[src/rtl/sdram_port_arbiter.sv]
// Round-robin arbiter sharing one single-word sdram_ctrl request interface
// among NumPorts requesters, one transaction in flight, read data routed to owner.
module sdram_port_arbiter #(
    parameter int NumPorts  = 3,
    parameter int AddrWidth = 22,
    parameter int DataWidth = 16,
    parameter int RdTimeout = 64
) (
    input  logic                           i_sys_clk,
    input  logic                           i_rst,
    input  logic [NumPorts-1:0]            i_req,
    input  logic [NumPorts-1:0]            i_we,
    input  logic [NumPorts*AddrWidth-1:0]  i_addr,
    input  logic [NumPorts*DataWidth-1:0]  i_wdata,
    output logic [NumPorts-1:0]            o_gnt,
    output logic [NumPorts-1:0]            o_rd_valid,
    output logic [NumPorts-1:0]            o_rd_err,
    output logic [DataWidth-1:0]           o_rd_data,
    output logic                           o_ctrl_wr_req,
    output logic                           o_ctrl_rd_req,
    output logic [AddrWidth-1:0]           o_ctrl_addr,
    output logic [DataWidth-1:0]           o_ctrl_wdata,
    input  logic                           i_ctrl_ready,
    input  logic                           i_ctrl_rd_valid,
    input  logic [DataWidth-1:0]           i_ctrl_rd_data
);

    localparam int IdxW = $clog2(NumPorts);
    localparam int CntW = $clog2(RdTimeout) + 1;

    typedef enum logic [1:0] {
        IDLE    = 2'd0,
        ISSUE   = 2'd1,
        WR_WAIT = 2'd2,
        RD_WAIT = 2'd3
    } state_t;

    state_t                state_q, state_d;
    logic [IdxW-1:0]       ptr_q, ptr_d;
    logic [IdxW-1:0]       idx_q, idx_d;
    logic                  we_q, we_d;
    logic                  holdoff_q, holdoff_d;
    logic [CntW-1:0]       cnt_q, cnt_d;
    logic [NumPorts-1:0]   gnt_q, gnt_d;
    logic [NumPorts-1:0]   rd_valid_q, rd_valid_d;
    logic [NumPorts-1:0]   rd_err_q, rd_err_d;
    logic [DataWidth-1:0]  rd_data_q, rd_data_d;
    logic                  wr_req_q, wr_req_d;
    logic                  rd_req_q, rd_req_d;
    logic [AddrWidth-1:0]  addr_q, addr_d;
    logic [DataWidth-1:0]  wdata_q, wdata_d;

    logic                  sel_found_s;
    logic [IdxW-1:0]       sel_idx_s;
    logic [IdxW:0]         cand_s;

    // Round-robin pick: scan downward so the candidate nearest the pointer wins.
    always_comb begin
        sel_found_s = 1'b0;
        sel_idx_s   = '0;
        cand_s      = '0;
        for (int k = NumPorts - 1; k >= 0; k--) begin
            cand_s = {1'b0, ptr_q} + (IdxW + 1)'(k);
            if (cand_s >= (IdxW + 1)'(NumPorts)) begin
                cand_s = cand_s - (IdxW + 1)'(NumPorts);
            end else begin
                cand_s = cand_s;
            end
            if (i_req[cand_s[IdxW-1:0]]) begin
                sel_found_s = 1'b1;
                sel_idx_s   = cand_s[IdxW-1:0];
            end else begin
                sel_found_s = sel_found_s;
            end
        end
    end

    // Next-state and registered-output computation for the transaction FSM.
    always_comb begin
        state_d    = state_q;
        ptr_d      = ptr_q;
        idx_d      = idx_q;
        we_d       = we_q;
        holdoff_d  = holdoff_q;
        cnt_d      = cnt_q;
        gnt_d      = '0;
        rd_valid_d = '0;
        rd_err_d   = '0;
        rd_data_d  = rd_data_q;
        wr_req_d   = 1'b0;
        rd_req_d   = 1'b0;
        addr_d     = addr_q;
        wdata_d    = wdata_q;
        case (state_q)
            IDLE: begin
                if (sel_found_s && i_ctrl_ready) begin
                    idx_d            = sel_idx_s;
                    we_d             = i_we[sel_idx_s];
                    addr_d           = i_addr[sel_idx_s*AddrWidth +: AddrWidth];
                    wdata_d          = i_wdata[sel_idx_s*DataWidth +: DataWidth];
                    gnt_d[sel_idx_s] = 1'b1;
                    ptr_d            = (sel_idx_s == IdxW'(NumPorts - 1)) ? '0 : sel_idx_s + IdxW'(1);
                    state_d          = ISSUE;
                end else begin
                    state_d = IDLE;
                end
            end
            ISSUE: begin
                if (we_q) begin
                    wr_req_d  = 1'b1;
                    holdoff_d = 1'b1;
                    state_d   = WR_WAIT;
                end else begin
                    rd_req_d = 1'b1;
                    cnt_d    = '0;
                    state_d  = RD_WAIT;
                end
            end
            WR_WAIT: begin
                // The controller may still report ready in the cycle it sees our request.
                if (holdoff_q) begin
                    holdoff_d = 1'b0;
                end else if (i_ctrl_ready) begin
                    state_d = IDLE;
                end else begin
                    state_d = WR_WAIT;
                end
            end
            RD_WAIT: begin
                if (i_ctrl_rd_valid) begin
                    rd_data_d         = i_ctrl_rd_data;
                    rd_valid_d[idx_q] = 1'b1;
                    cnt_d             = '0;
                    state_d           = IDLE;
                end else if (cnt_q == CntW'(RdTimeout - 1)) begin
                    rd_err_d[idx_q] = 1'b1;
                    cnt_d           = '0;
                    state_d         = IDLE;
                end else begin
                    cnt_d = cnt_q + CntW'(1);
                end
            end
            default: begin
                state_d = IDLE;
            end
        endcase
    end

    // State and output registers with synchronous reset.
    always_ff @(posedge i_sys_clk) begin
        if (i_rst) begin
            state_q    <= IDLE;
            ptr_q      <= '0;
            idx_q      <= '0;
            we_q       <= 1'b0;
            holdoff_q  <= 1'b0;
            cnt_q      <= '0;
            gnt_q      <= '0;
            rd_valid_q <= '0;
            rd_err_q   <= '0;
            rd_data_q  <= '0;
            wr_req_q   <= 1'b0;
            rd_req_q   <= 1'b0;
            addr_q     <= '0;
            wdata_q    <= '0;
        end else begin
            state_q    <= state_d;
            ptr_q      <= ptr_d;
            idx_q      <= idx_d;
            we_q       <= we_d;
            holdoff_q  <= holdoff_d;
            cnt_q      <= cnt_d;
            gnt_q      <= gnt_d;
            rd_valid_q <= rd_valid_d;
            rd_err_q   <= rd_err_d;
            rd_data_q  <= rd_data_d;
            wr_req_q   <= wr_req_d;
            rd_req_q   <= rd_req_d;
            addr_q     <= addr_d;
            wdata_q    <= wdata_d;
        end
    end

    assign o_gnt         = gnt_q;
    assign o_rd_valid    = rd_valid_q;
    assign o_rd_err      = rd_err_q;
    assign o_rd_data     = rd_data_q;
    assign o_ctrl_wr_req = wr_req_q;
    assign o_ctrl_rd_req = rd_req_q;
    assign o_ctrl_addr   = addr_q;
    assign o_ctrl_wdata  = wdata_q;

endmodule
[config.mk]
export PLATFORM = sky130hd
export DESIGN_NAME = sdram_port_arbiter
export DESIGN_NICKNAME = d
export VERILOG_FILES = /design/src/rtl/sdram_port_arbiter.sv
export SDC_FILE = /design/constraint.sdc
export NUM_CORES = 1
export LEC_CHECK = 0
export ABC_AREA = 0
export BUFFER_PORTS_ARGS = -buffer_cell sky130_fd_sc_hd__buf_2
export CORE_UTILIZATION = 43
export DETAILED_ROUTE_END_ITERATION = 8
export GPL_TIMING_DRIVEN = 0
export PLACE_DENSITY = 0.8
export SYNTH_ARGS = -nofsm -noshare
export SYNTH_HDL_FRONTEND = slang
export SYNTH_SLANG_ARGS = --single-unit
[constraint.sdc]
create_clock -name i_sys_clk -period 6.3 [get_ports i_sys_clk]
set_input_delay 1.89 -clock i_sys_clk [delete_from_list [all_inputs] [get_ports i_sys_clk]]
set_output_delay 1.89 -clock i_sys_clk [all_outputs]
set_load 0.01 [all_outputs]
==> results.ini, run 1 <==
[finish]
nNetsFinal = 933
drive_gt1_share_pct = 33.8
areaGrowthSynthToFinish_pct = 29.4
n_antenna_cell = 0
fill_cells = 1021

[grt]
grt_max_degree = 17
grt_use_total_pct = 25.8
grt_pass1_wl_mm = 23.4
grt_antenna_before_repair = 0
overflow = 0
grt_pass1_vias = 4898

[synthesis]
synthTopCellsByCount = 81 x nand2_1, 80 x a31oi_1, 80 x dfxtp_1
async_flop_share_pct = 0
synth_seq_area_share_pct = 34.3
synthFlopType = dfxtp_1
synthTopCellsByArea = dfxtp_1 34%, a31oi_1 11%, mux2i_1 9.0%
syn-num-nets = 719
yosysTopAreaCellShare_pct = 34.3
syn-mean-instance-area_sq_um = 8.13
syn_area_sq_um = 4670
ys_seq_elements = 80
syn_inst = 574
post-synth-top-count-cell = nand2_1
synth-edff-count = 0
ys_types = 49
yosysWarningCount = 0
synth_top_cell_by_area = dfxtp_1

[timing]
fmax_mhz = 294
finalHoldViolCount = 0
fin_crit_ps = 3400
finalSetupTns_ps = 0
period_share_pct = 54.0
rsz0062_at_grt = false
fin_skew_ps = 15.8
whs_ps = 442
setup_viol = 0
timing.final.ws_setup_ps = 2900
tightestPinTransition_ps = 712
slew-limit-headroom_pct = 52.3
slew_violations = 0

[power]
peakVddDrop_uv = 212
p_leak_uw = 0.00254
powerDensity_nw_per_um2 = 419

[critical_path]
required_ps = 6540
critPathKind = primary input to register
worstPathArrival_ps = 3640
crit_fanout = 10
crit_path_end_kind = register
crit_path_start_kind = primary input

[clock_tree]
hold_buffers = 0
clkLatencyLatePin_ps = 370
cts_resized = 0
post_cts_buffers = 0
clock-sinks = 80
cts-root-buf = clkbuf_8
htreeDepth = 3
clk_path_buf_depth = 2
clk_pin_slew_ps = 90
cts_tree = done
cts_buffers = 9

[detailed_routing]
vias = 5385
drt_wl_total_mm = 14.7
route.met3.wl_mm = 1.08
via_per_inst = 5.80
m1WireLength_mm = 6.20
top_layer_used = met4
wl_per_cell_microns = 15.9
ant_nets = 0
drc = 0
wl_met2_mm = 7.08
dr.pass1.iters = 4
drt_iter0_drc = 402

[placed_design]
gp_congestion = 0.882
io_buffer_count = 203
pre_cts_slack_ps = 2540
post-dp-hpwl_mm = 10.8

[job]
cap_violations = 0

[worst_hold_path]
holdCritPathClass = register to register

[floorplan]
core_sq_um = 10400
ioPinCount = 205
start_util_pct = 44.8
die_w_microns = 106
die_area_sq_um = 11300
die_h_microns = 106
core.rowCount = 37

[run_status]
outcome = complete, no violations

## final timing paths
check | from | end | slack, ps | cells past startpoint
hold reg to reg | cnt_q[6] | cnt_q[6] | 440 | 2
setup reg to reg | ptr_q[1] | o_ctrl_wdata[3] | 3780 | 9
setup / recovery | i_rst | o_ctrl_wdata[3] | 2900 | 6
hold / removal | cnt_q[6] | cnt_q[6] | 440 | 2
## state kept, by name (all words and copies together) (netlist names)
signal	cells
o_gnt	3
we_q	1
holdoff_q	1
cnt_q	7
ptr_q	2
o_rd_data	16
o_ctrl_wr_req	1
idx_q	2
o_rd_valid	3
o_rd_err	3
o_ctrl_rd_req	1
state_q	2
o_ctrl_wdata	16
o_ctrl_addr	22
## cell type report
class | instances | area, sq um | share of cell area [%]
buffer | 60 | 318 | 5.26
timing repair buffer | 203 | 1020 | 16.8
sequential | 80 | 1600 | 26.5
tap | 136 | 170 | 2.82
clock inverter | 7 | 61.3 | 1.02
clock buffer | 9 | 124 | 2.05
inverter | 6 | 22.5 | 0.373
multi-input combinational | 428 | 2730 | 45.1
## power breakdown
group | total (uW) | leakage [uW] | switching, uW | internal (uW)
sequential | 736 | 0.000659 | 85.7 | 650
combinational | 1420 | 0.00180 | 812 | 612
clock | 369 | 0.0000888 | 218 | 151
total | 2530 | 0.00254 | 1120 | 1410
## critical path: stages
cell and delay (ps):
clkbuf_1 410, inv_2 170, a31oi_1 560, buf_2 350, a221o_1 170, a31oi_1 90
## stage by stage
stage | area, sq um | total power [uW] | std cells | utilization, %
finish | 6040 | 2530 | 929 | 58.0
global route | 6040 | 2700 | 929 | 58.0
CTS | 6040 | 2520 | 929 | 58.0
detailed placement | 5850 | 2150 | 913 | 56.2
global placement | 5850 | 2140 | 913 | 56.2
floorplan | 4670 | 1740 | 574 | -
## cells in the final DEF, fill, tap and decap left out, types with 2 or more instances in the layout
cell type	synthesis	layout
a21o_1	3	3
a21oi_1	64	64
a221o_1	39	39
a31oi_1	80	80
and3_1	3	3
buf_2	29	232
buf_4	3	3
buf_6	6	6
clkbuf_1	21	21
clkbuf_8	0	9
clkinvlp_4	0	2
dfxtp_1	80	80
ha_1	5	5
inv_1	5	5
inv_6	0	3
mux2i_1	42	42
nand2_1	81	81
nand2b_1	7	7
nand3_1	4	4
nand3b_1	3	3
nor2_1	15	15
nor2b_1	2	2
nor3_1	7	7
nor3b_1	2	2
o21ai_0	44	44
or3_1	3	3
## routing by layer
layer | up-vias | track usage [%]
met5 | - | 0
li1 | 2600 | -
met1 | 2487 | 32.3
met3 | 38 | 6.19
met4 | 0 | 9.82
met2 | 260 | 42.6
## logic make-up after synthesis
kind of cell	Yosys count	synth area share (%)
simple gates	134	12.8
flops	80	34.3
fa+ha+maj	5	1.34
mux	43	9.49
compound gates	246	34.7
buf+inv	66	7.29
Note: power is estimated with default switching activity, not from simulation.
==> inputs of run 2 (changes only) <==
Settings changed: PLACE_DENSITY 0.8 to 0.83.
Clock period 6.3 ns to 3.05 ns, I/O delays scaled along.
==> results.ini, run 2 (synthesized netlist as in run 1, its figures left out) <==
[detailed_routing]
vias = 5391
drt_wl_total_mm = 14.7
via_per_inst = 5.80
wl_per_cell_microns = 15.8
drt_iter0_drc = 388
ant_nets = 0
drc = 0
dr.pass1.iters = 5

[clock_tree]
cts-root-buf = clkbuf_8
post_cts_buffers = 0
htreeDepth = 3
cts_buffers = 9
clkLatencyLatePin_ps = 360
clk_pin_slew_ps = 90
clk_path_buf_depth = 2
clock-sinks = 80
cts_resized = 0
hold_buffers = 0
cts_tree = done

[timing]
fin_crit_ps = 2500
tightestPinTransition_ps = 750
period_share_pct = 82.1
finalSetupTns_ps = 0
slew-limit-headroom_pct = 49.8
slew_violations = 0
fin_skew_ps = 17.8
setup_viol = 0
finalHoldViolCount = 0
rsz0062_at_grt = false
fmax_mhz = 399

[placed_design]
io_buffer_count = 203
post-dp-hpwl_mm = 10.9
placedInstanceArea_sq_um = 5850
gp_congestion = 0.914

[critical_path]
crit_path_end_kind = register
crit_path_start_kind = register
critPathKind = register to register
required_ps = 3280
crit_fanout = 10
worstPathArrival_ps = 2740

[floorplan]
die_h_microns = 106
die_w_microns = 106
core.rowCount = 37
ioPinCount = 205
core_sq_um = 10400
die_area_sq_um = 11300
start_util_pct = 44.8

[run_status]
outcome = complete, no violations

[grt]
grt_pass1_wl_mm = 23.7
grt_max_degree = 17
grt_pass1_vias = 5057
met1_usage_pct = 31.7
gr-usage-met2_pct = 44.0
grt_use_total_pct = 26.1
overflow = 0
top_usage_layer = met2
grt_util_met3_pct = 6.07
grt_antenna_before_repair = 0

[finish]
largest_reg_flops = 22
final_cell_mix = 232 x buf_2, 81 x nand2_1, 80 x a31oi_1, 80 x dfxtp_1, 64 x a21oi_1
areaGrowthSynthToFinish_pct = 29.5
nNetsFinal = 933
layout_commonest_cell = buf_2
n_antenna_cell = 0
drive_gt1_share_pct = 33.8
fin_area_sq_um = 6040
fin_util_pct = 58.0

[power]
power_uw = 5190
powerDensity_nw_per_um2 = 859
peakVddDrop_uv = 490
p_leak_uw = 0.00254

[job]
cap_violations = 0

[worst_hold_path]
holdCritPathClass = register to register

[run 2: changes by cell type in the layout (fill, tap and decap cells not counted), sizes merged]
cell / delta
clkinv: +2
inv: -2
[run 2: worst paths after layout]
kind              startpoint              end  slack [ps]  cells past startpoint
hold / removal      cnt_q[6]         cnt_q[6]         450                      2
setup reg to reg    ptr_q[1]  o_ctrl_wdata[4]         550                      9
setup / recovery    ptr_q[1]  o_ctrl_wdata[4]         550                      9
hold reg to reg     cnt_q[6]         cnt_q[6]         450                      2
[run 2: layer usage]
| layer | vias up | part of all wire (%) | routed length [microns] |
|---|---|---|---|
| met5 | - | 0 | 0 |
| met4 | 0 | 2.8 | 413 |
| met3 | 39 | 8.9 | 1310 |
| met1 | 2459 | 40 | 5940 |
| met2 | 293 | 48 | 7030 |
| li1 | 2600 | - | - |
[run 2: power breakdown]
part           total (uW)  internal (uW)  switching [uW]
clock                 746            311             435
combinational        2930           1260            1670
sequential           1520           1340             172
[run 2: worst max-delay path: stages (launching register included)]
cell	delay, ps
dfxtp_1	350
inv_1	90
ha_1	230
buf_6	170
mux2i_4	290
nor3_1	70
a31oi_1	580
buf_2	350
a221o_1	170
a31oi_1	90
[run 2: final cells by class]
type / count / area (sq um)
buffer: 60 / 318
clock buffer: 9 / 124
clock inverter: 7 / 66.3
fill: 1004 / 4370
inverter: 6 / 22.5
multi-input combinational: 428 / 2730
sequential: 80 / 1600
tap: 136 / 170
timing repair buffer: 203 / 1020
[run 2: stage by stage]
stage,hold WS [ps],instances,setup slack [ps]
after global placement,422,913,269
after global routing,477,929,384
after CTS,447,929,581
after floorplan,412,574,839
final,452,929,546
after detailed placement,433,913,302
==> inputs of run 3 (changes only) <==
Settings changed: ABC_AREA 0 to 1, CORE_UTILIZATION 43 to 42.
Clock period 3.05 ns to 2.22 ns, I/O delays scaled along.
==> results.ini, run 3 <==
[clock_tree]
cts_tree = done
clk_path_buf_depth = 2
cts_buffers = 9
cts-root-buf = clkbuf_8
clock-sinks = 80
htreeDepth = 3
hold_buffers = 0
clkLatencyLatePin_ps = 360
clk_pin_slew_ps = 100

[timing]
tightestPinTransition_ps = 558
slew_violations = 0
fin_skew_ps = 21.3
whs_ps = 481
setup_viol = 0
finalHoldViolCount = 0
period_share_pct = 93.2
fin_crit_ps = 2070
fmax_mhz = 483
slew-limit-headroom_pct = 62.7

[detailed_routing]
via_per_inst = 4.72
drt_wl_total_mm = 12.7
wl_per_cell_microns = 12.5
dr.pass1.iters = 4
vias = 4803
ant_nets = 0
drc = 0
drt_iter0_drc = 200

[grt]
grt_pass1_vias = 4271
met1_usage_pct = 27.3
gr-usage-met2_pct = 42.4
top_usage_layer = met2
grt_use_total_pct = 23.8
grt_util_met3_pct = 6.70
grt_pass1_wl_mm = 19.3
grt_max_degree = 18
grt_antenna_before_repair = 0
overflow = 0

[synthesis]
yosysWarningCount = 0
synth_seq_area_share_pct = 38.1
syn-mean-instance-area_sq_um = 6.35
ys_seq_elements = 80
ys_types = 34
syn-num-nets = 807
syn_inst = 662
synthFlopType = dfxtp_1
synthTopCellsByCount = 215 x nand2_1, 93 x inv_1, 83 x nand3_1
synth_top_cell_by_area = dfxtp_1
yosysTopAreaCellShare_pct = 38.1
async_flop_share_pct = 0
synth-edff-count = 0
syn_area_sq_um = 4210
post-synth-top-count-cell = nand2_1
synthTopCellsByArea = dfxtp_1 38%, nand2_1 19%, nand3_1 9.9%

[power]
p_leak_uw = 0.00336
peakVddDrop_uv = 492
powerDensity_nw_per_um2 = 1230

[placed_design]
io_buffer_count = 203
gp_congestion = 0.873
placedInstanceArea_sq_um = 5390
post-dp-hpwl_mm = 9.48

[floorplan]
die_area_sq_um = 10400
core_sq_um = 9730
core.rowCount = 36
die_w_microns = 102
die_h_microns = 102
ioPinCount = 205
start_util_pct = 43.2

[critical_path]
crit_path_start_kind = register
required_ps = 2510
crit_fanout = 10
crit_path_end_kind = register
critPathKind = register to register
worstPathArrival_ps = 2360

[finish]
final_cell_mix = 212 x nand2_1, 204 x buf_2, 93 x inv_1
areaGrowthSynthToFinish_pct = 36.0
nNetsFinal = 1024
n_antenna_cell = 0
largest_reg_flops = 22
fin_area_sq_um = 5720
fill_cells = 1010
drive_gt1_share_pct = 31.1
layout_commonest_cell = nand2_1

[worst_hold_path]
holdCritPathClass = register to register

[run_status]
outcome = complete, no violations

[job]
cap_violations = 0

-- run 3: routing by layer --
layer	part of all wire [%]	vias up
met2	47	188
met3	8.9	15
met5	0	-
met4	1.4	0
met1	43	2111
li1	-	2489
-- run 3: layout make-up --
class	count	area, sq um	share of cell area [%]
multi-input combinational	452	2110	37.0
sequential	80	1600	28.1
timing repair buffer	207	1060	18.5
inverter	98	370	6.48
buffer	31	213	3.72
tap	133	166	2.91
clock buffer	9	124	2.17
clock inverter	7	68.8	1.20
-- run 3: path summary, 6_finish.rpt --
| path | slack (ps) | cells past startpoint | start | end |
|---|---|---|---|---|
| worst min-delay path | 480 | 1 | cnt_q[6] | cnt_q[6] |
| worst max-delay path | 150 | 13 | ptr_q[0] | o_ctrl_wdata[3] |
| worst min register to register | 480 | 1 | cnt_q[6] | cnt_q[6] |
| worst max register to register | 150 | 13 | ptr_q[0] | o_ctrl_wdata[3] |
-- run 3: stage by stage --
stage                     utilization, %  worst slack, ps  power [uW]  instances  setup TNS [ps]
final                               58.8              151        7020       1017               0
after global routing                58.8            -29.8        7630       1017            -148
after CTS                           58.2             17.5        6930       1017               0
after detailed placement            55.4             -348        5660        998           -9070
after global placement              55.4             -313        5620        998           -7800
after floorplan                        -              243        4470        662               0
-- run 3: report_power, final --
| part | switching, uW | internal, uW |
|---|---|---|
| sequential | 211 | 1850 |
| combinational | 2430 | 1450 |
| clock | 633 | 445 |
| total | 3280 | 3750 |
-- run 3: timing repair --
action | CTS | global route
pin swaps | 3 | 4
setup buffers | 3 | 1
endpoints found under the setup margin | 44 | 42
gates resized for setup | 19 | 25
cloned | 0 | 0
-- run 3: kinds of logic (layout without fill, tap and decap cells) --
| kind of cell | after synthesis | count (layout) | synth area share (%) |
|---|---|---|---|
| AOI/OAI and AO/OA | 60 | 60 | 8.30 |
| buffers and inverters | 130 | 352 | 12.5 |
| and+or+nand+nor | 387 | 387 | 39.6 |
| adders and majority gates | 5 | 5 | 1.49 |
| DFF | 80 | 80 | 38.1 |
-- run 3: worst max-delay path: stages, from the launching register on --
cell and delay [ps]:
dfxtp_2 360, inv_1 90, ha_4 310, inv_2 50, nand2_1 70, nand3_1 70
nand2_1 120, nand3_1 100, nand2_2 130, nand2_2 130, buf_4 210, nand2_1 70
nand3_1 140, a21oi_2 150
